[src/rtl/encoder_pkg.sv]
// Shared definitions for the 8-to-3 priority encoder.
//   IN_W / IDX_W / CNT_W : request vector, index and popcount widths
//   state_e              : controller states
//   popcount8            : number of set bits in a request vector
package encoder_pkg;

  localparam int IN_W  = 8;
  localparam int IDX_W = 3;
  localparam int CNT_W = 4;

  typedef enum logic {
    IDLE = 1'b0,
    EMIT = 1'b1
  } state_e;

  function automatic logic [CNT_W-1:0] popcount8(input logic [IN_W-1:0] v);
    logic [CNT_W-1:0] c;
    c = '0;
    for (int i = 0; i < IN_W; i++) c = c + CNT_W'(v[i]);
    return c;
  endfunction

endpackage

[src/rtl/priority_encoder_8x3_ffs8.sv]
// ffs8: combinational 8-bit find-first-set.
//   vec       : input vector
//   lsb_first : 1 = report lowest set bit, 0 = highest set bit
//   idx       : index of the selected bit (0 when vec is zero)
//   found     : vec has at least one set bit
module ffs8
  import encoder_pkg::*;
(
  input  logic [IN_W-1:0]  vec,
  input  logic             lsb_first,
  output logic [IDX_W-1:0] idx,
  output logic             found
);

  always_comb begin
    idx   = '0;
    found = |vec;
    // The last match in scan order wins, so scan away from the preferred end.
    if (lsb_first) begin
      for (int i = IN_W - 1; i >= 0; i--) begin
        if (vec[i]) idx = IDX_W'(i);
      end
    end else begin
      for (int i = 0; i < IN_W; i++) begin
        if (vec[i]) idx = IDX_W'(i);
      end
    end
  end

endmodule

[src/rtl/priority_encoder_8x3.sv]
// priority_encoder_8x3: accepts a multi-hot request vector and streams the
// index of every set bit, one per handshake, in priority order.
//   clk, rst_n          : clock, async active-low reset
//   in_valid/in_ready   : request vector handshake (in_ready registered)
//   in                  : 8-bit multi-hot request vector
//   out_valid/out_ready : index stream handshake
//   out, out_last       : selected index, final beat of the captured vector
//   cnt                 : popcount of the last accepted vector
//   zero_err            : one-cycle pulse on acceptance of an all-zero vector
//
// state | meaning
// IDLE  | waiting for a vector, in_ready high
// EMIT  | streaming indices of the pending mask
module priority_encoder_8x3
  import encoder_pkg::*;
#(
  parameter bit LSB_FIRST = 1'b1
) (
  input  logic             clk,
  input  logic             rst_n,
  input  logic             in_valid,
  output logic             in_ready,
  input  logic [IN_W-1:0]  in,
  output logic             out_valid,
  input  logic             out_ready,
  output logic [IDX_W-1:0] out,
  output logic             out_last,
  output logic [CNT_W-1:0] cnt,
  output logic             zero_err
);

  state_e            state_q, state_d;
  logic [IN_W-1:0]   pending_q, pending_d;
  logic [IDX_W-1:0]  ffs_idx;
  logic              ffs_found;
  logic              single_d;
  logic              accept;
  logic              fire;

  assign accept = in_valid && in_ready;
  assign fire   = out_valid && out_ready;

  always_comb begin
    state_d   = state_q;
    pending_d = pending_q;
    case (state_q)
      IDLE: begin
        if (accept && (in != '0)) begin
          pending_d = in;
          state_d   = EMIT;
        end
      end
      EMIT: begin
        if (fire) begin
          pending_d = pending_q & ~(IN_W'(1) << out);
          if (out_last) state_d = IDLE;
        end
      end
      default: state_d = IDLE;
    endcase
  end

  // The encoder looks at the next pending mask so the registered outputs
  // already carry the following index on the cycle after each handshake,
  // and simply re-register the same values while stalled.
  ffs8 u_ffs8 (
    .vec       (pending_d),
    .lsb_first (LSB_FIRST),
    .idx       (ffs_idx),
    .found     (ffs_found)
  );

  assign single_d = (pending_d != '0) && ((pending_d & (pending_d - IN_W'(1))) == '0);

  always_ff @(posedge clk or negedge rst_n) begin
    if (!rst_n) begin
      state_q   <= IDLE;
      pending_q <= '0;
      in_ready  <= 1'b0;
      out_valid <= 1'b0;
      out       <= '0;
      out_last  <= 1'b0;
      cnt       <= '0;
      zero_err  <= 1'b0;
    end else begin
      state_q   <= state_d;
      pending_q <= pending_d;
      in_ready  <= (state_d == IDLE);
      out_valid <= ffs_found;
      out       <= ffs_idx;
      out_last  <= single_d;
      zero_err  <= accept && (in == '0);
      if (accept) cnt <= popcount8(in);
    end
  end

endmodule

[config.mk]
export PLATFORM = sky130hd
export DESIGN_NAME = priority_encoder_8x3
export DESIGN_NICKNAME = d
export VERILOG_FILES = /design/src/rtl/encoder_pkg.sv /design/src/rtl/priority_encoder_8x3_ffs8.sv /design/src/rtl/priority_encoder_8x3.sv
export SDC_FILE = /design/constraint.sdc
export NUM_CORES = 1
export LEC_CHECK = 0
export CORE_ASPECT_RATIO = 1.2
export CORE_MARGIN = 2
export CORE_UTILIZATION = 30
export CTS_CLUSTER_DIAMETER = 30
export DETAILED_ROUTE_END_ITERATION = 8
export GPL_ROUTABILITY_DRIVEN = 0
export MAX_ROUTING_LAYER = met4
export PLACE_DENSITY_LB_ADDON = 0.12
export SYNTH_ARGS = -nofsm -noshare
export SYNTH_HDL_FRONTEND = slang
export SYNTH_HIERARCHICAL = 1
export SYNTH_SLANG_ARGS = --single-unit
[constraint.sdc]
create_clock -name clk -period 2.5 [get_ports clk]
set_clock_uncertainty 0.15 [all_clocks]
set_input_delay 0.5 -clock clk [delete_from_list [all_inputs] [get_ports clk]]
set_output_delay 0.5 -clock clk [all_outputs]
set_load 0.005 [all_outputs]
### Word-level counts from Yosys, hierarchy flattened

Cells that the tools add are included.

* add/sub/neg operators: 8
* shift operators: 1
* muxes and demuxes: 15
* bitwise gates (word level): 5
* reduce and logical (&&, ||, !) cells: 10

Operators with widths (number)
* $mux 3: 8
* $add 4x1->4: 4
* $and 8x8->8: 2
* $logic_not 8->1: 2
* $mux 8: 2
* $pmux 8 s2: 1
* $reduce_bool 8->1: 2
* $not 8->8: 1
* $reduce_or 8->1: 1
* $shl 1x3->8 const A: 1
* $sub 8x1->8 const B: 1
* $logic_and 1x1->1: 5
* $add 3x1->4: 1
* $add 2x1->3: 1
* $mux 1: 3
* $add 1x1->2: 1
* $not 1->1: 2
* $pmux 1 s2: 1

* register bits: 20
* logic and storage cells: 47

### Logic depth before layout (Yosys ltp)

* depth after elaboration: 13
* gate-level depth with buffers: 10
* gate-level depth less buffers: 10

### Hierarchy

The synthesis kept the hierarchy.

Modules (own cells, without submodules)
* priority_encoder_8x3: times used 1, cells an instance 96, area an instance 1084.8 um^2
* ffs8: times used 1, cells an instance 21, area an instance 123.9 um^2

### Worst setup path before layout

Ideal clock, no wire load.

* path kind: input port to flip-flop
* start point: in in[0]
* end point: reg cnt[2]
* setup time: 83 ps
* data arrival time: 2812 ps
* slack: -544 ps
* cell stages on the path: 10
* buffers on the path: 0
* cell sequence: fa_1 -> inv_1 -> fa_1 -> fa_1 -> inv_1 -> ha_1 -> inv_1 -> fa_1 -> xor2_1 -> o21ai_0

* longest elaborated chain between the ends: 7

Ends and longest elaborated chain
* start: declaration: line priority_encoder_8x3.sv:23 `input logic [IN_W-1:0] in,`
* $add 1x1->2: line encoder_pkg.sv:19 `for (int i = 0; i < IN_W; i++) c = c + CNT_W'(v[i]);`
* $add 2x1->3: line encoder_pkg.sv:19
* $add 3x1->4: line encoder_pkg.sv:19
* $add 4x1->4 (4 in series): line encoder_pkg.sv:19
* end signal: assignment: line priority_encoder_8x3.sv:93 `if (accept) cnt <= popcount8(in);`
* end: declaration: line priority_encoder_8x3.sv:28 `output logic [CNT_W-1:0] cnt,`

No other way between the ends.
A chain may end at the register's enable or synchronous reset.

### Final worst setup path

* start point: in in[1]
* end point: reg cnt[1]

Same word-level chain as after synthesis.

==> results.txt <==
----------------------------------------------------
[Power]
  Internal Pwr Total ... 1.40 mW
  Share of power burned in registers ... 24.5%
  Part of the power in the clock network ... 14.9%
  Worst ir drop on vdd ... 0.488 mV
  Sw Pwr ... 0.813 mW
  Static leakage power ... 0.880 nW
  Logic gate share of total power ... 60.6%
  Power Dens Cells ... 1160 nW/um2
  Net switching fraction of the power ... 36.7%

[Clocking]
  Quantity of hold-fixing buffers added after cts ... 0
  Clock buffer count from CTS ... 3
  Worst-path clk slew ... 0.08 ns
  CTS Root Cell ... clkbuf_8
  Deepest clock path buffer count ... 2
  Clock Latency Late Sink ... 0.27 ns
  TritonCTS Sinks ... 20
  Level count of the clock H-tree ... 1
  CTS tree ... built

[Drt]
  Mean routed wirelength per cell ... 12.8 um
  Routed vias ... 1,082
  Remaining antenna violation count after routing ... 0
  Number of DRC violations after detailed-routing iteration 0 ... 14
  Post-Route WL ... 3.02 mm
  Post-detailed-route DRC marker count ... 0
  First-pass iteration count of the detailed router ... 4
  Via/cell ratio ... 4.58

[Run status]
  Violated checks ... negative setup slack
  Result of the run ... finished, violations left

[Run]
  Max-cap violations ... 0

[Logic synthesis]
  Largest family of logic cells by synthesized area ... compound AO/OA/AOI/OAI gates
  Mean instance size in the synthesized netlist ... 10.3 um2
  Simple-gate area share of the yosys netlist ... 13.8%
  Main area contributors after synthesis ... dfrtp_1 (41%), fa_1 (6.6%), mux2i_1 (5.0%), inv_1 (4.7%), ha_1 (4.1%)
  Area fraction in compound gates after synthesis ... 17.2%
  Post-Synthesis Cells ... 117
  Synthesized-area fraction occupied by adder cells ... 10.8%
  Number of different library cells in the post-synthesis netlist ... 36
  Synthesized area ... 1210 um2
  Synth Warn # ... 6
  Share of the synthesized netlist area taken by xor and xnor gates ... 2.17%
  Register bit total from synthesis ... 20
  Top-area cell type share of the netlist area ... 41.4%
  Post-synth top area cell ... dfrtp_1
  Sequential fraction of the synthesis area ... 41.4%
  Mux cell area share after synthesis ... 8.18%

[Placed design]
  # port buffers ... 22
  Detail Placement HPWL ... 2.36 mm
  Placement-stage worst setup slack ... -1.10 ns

[Worst setup path]
  Most common cell on crit path ... fa_1
  Required time reported for the critical path endpoint ... 2.52 ns
  Data arrival time of the worst path ... 2.92 ns
  Sequence of cells on the critical path ... buf_6, fa_1, inv_1, fa_1, fa_1, inv_2, ha_4, inv_2, fa_2, o21ai_2
  Endpoint kind of the worst setup timing path ... register
  Largest stage delay on the critical path ... 0.54 ns
  Kind of launch point of the worst setup path ... input port
  Crit path max fanout ... 2
  Slowest cell on crit path ... fa_1
  Critical path type ... in2reg

[GRT]
  Via count of the first global-routing pass ... 1,161
  Overall fraction of global-route tracks in use ... 15.8%
  Total congestion overflow ... 0
  Global-route wire length before repair ... 5.10 mm
  Pin count of the biggest net entering global routing ... 21
  Number of antenna violations at the first check in global routing ... 0

[Floorplan]
  FP Rows ... 25
  Die X ... 61.9 um
  Number of I/O pins ... 23
  Die area ... 4550 um2
  Die Ht ... 73.5 um
  Effective utilization at floorplan ... 30.9%
  Core Region ... 3910 um2

[STA]
  Crit share post-route ... 116%
  Final Worst Setup Slack ... -0.404 ns
  Setup repair after global routing missed its margin ... yes
  Minimum clock period after layout ... 2.90 ns
  Final Hold Violating Endpoints ... 0
  Smallest hold slack ... 0.339 ns
  Final setup violation count ... 4
  Count of final max-slew check failures ... 0
  Highest clock rate ... 0.344 GHz

[Layout]
  Layout overhead on the synthesized area ... 57.5%
  Commonest non-fill, non-tap cells in the layout ... buf_4 (34), dfrtp_1 (20), clkdlybuf4s50_1 (14), inv_1 (13)
  Share of post-route cells with drive strength above 1 ... 35.2%
  Leading cell type in the layout, fill and taps excluded ... buf_4
  Final core utilization ... 48.7%
  Post-layout net count ... 203
  Count of inserted antenna diode cells ... 0

[Hold path]
  HP Class ... reg2reg

----------------------------------------------------
registers in the layout, summed over array words and instances (netlist names):
register	flops
out_last	1
pending_q	8
out	3
state_q	1
out_valid	1
zero_err	1
in_ready	1
cnt	4
cell usage after synthesis, drive strengths merged:
cell type,count
fa,4
mux2i,8
clkinv,1
nand2,6
buf,1
o21ai,12
mux2,1
nor3,1
a21oi,6
o31a,2
ha,4
o211ai,1
or3b,1
xor2,3
a21o,1
o31ai,1
a211oi,3
inv,16
dfrtp,20
conb,1
or4,1
nor4,2
nand2b,1
nand3,5
nor2,7
a22oi,2
nor4b,1
o22ai,2
nand3b,3
worst max-delay path, delay by kind of cell:
family                   cells  cell delay [ns]
adder cells (fa/ha/maj)      5             2.11
AO/OA/AOI/OAI                1             0.05
buffers and inverters        4             0.27
kinds of logic after synthesis:
group | after synthesis
other cells | 1
simple gates | 28
fa+ha+maj | 8
buf+inv | 18
mux | 9
flops | 20
compound gates | 30
xor+xnor | 3
stage by stage:
step	cells	power [mW]	TNS, ns	cell area, um2
2_1_floorplan	121	1.18	-1.48	1230
3_3_place_gp	229	1.76	-6.47	1750
3_5_place_dp	229	1.79	-6.66	1750
4_1_cts	236	2.21	-1.33	1880
5_1_grt	236	2.39	-1.28	1900
6_report	236	2.21	-1.04	1900
per-layer routing:
metal | vias up | global-route usage, % | part of all wire (%)
met3 | 9 | 2.64 | 3.3
met2 | 28 | 25.2 | 50
met1 | 516 | 18.8 | 43
met5 | - | - | 0
met4 | 0 | 7.57 | 3.3
li1 | 529 | - | -
area by class of cell:
| type | instances | area [um2] |
|---|---|---|
| well taps | 54 | 67.6 |
| clock inverters | 1 | 30.0 |
| multi-input cells | 83 | 708 |
| fillers | 373 | 2010 |
| inverters | 17 | 63.8 |
| repair buffers | 58 | 492 |
| clock buffers | 3 | 41.3 |
| flip-flops and latches | 20 | 500 |
repair_timing:
action,CTS,global route
pin swaps,9,5
endpoints found under the setup margin,9,8
resized for setup,28,5
buffers inserted,4,0
power groups by stage:
stage / sequential (mW) / clock (mW) / combinational (mW)
after floorplan: 0.542 / 0 / 0.640
after global placement: 0.548 / 0 / 1.22
after detailed placement: 0.550 / 0 / 1.24
after CTS: 0.543 / 0.339 / 1.33
after global routing: 0.567 / 0.352 / 1.47
final: 0.543 / 0.330 / 1.34
path summary, 6_finish.rpt:
| kind | end | from | slack (ns) | depth (start not counted) |
|---|---|---|---|---|
| hold / removal | cnt[3] | cnt[3] | 0.34 | 2 |
| min in group asynchronous | cnt[1] | rst_n | 0.43 | 2 |
| setup reg to reg | out_last | state_q | 0.23 | 7 |
| setup / recovery | cnt[1] | in[1] | -0.40 | 10 |
| max in group asynchronous | pending_q[7] | rst_n | 1.54 | 2 |
| hold reg to reg | cnt[3] | cnt[3] | 0.34 | 2 |
Note: power is estimated with default switching activity, not from simulation.
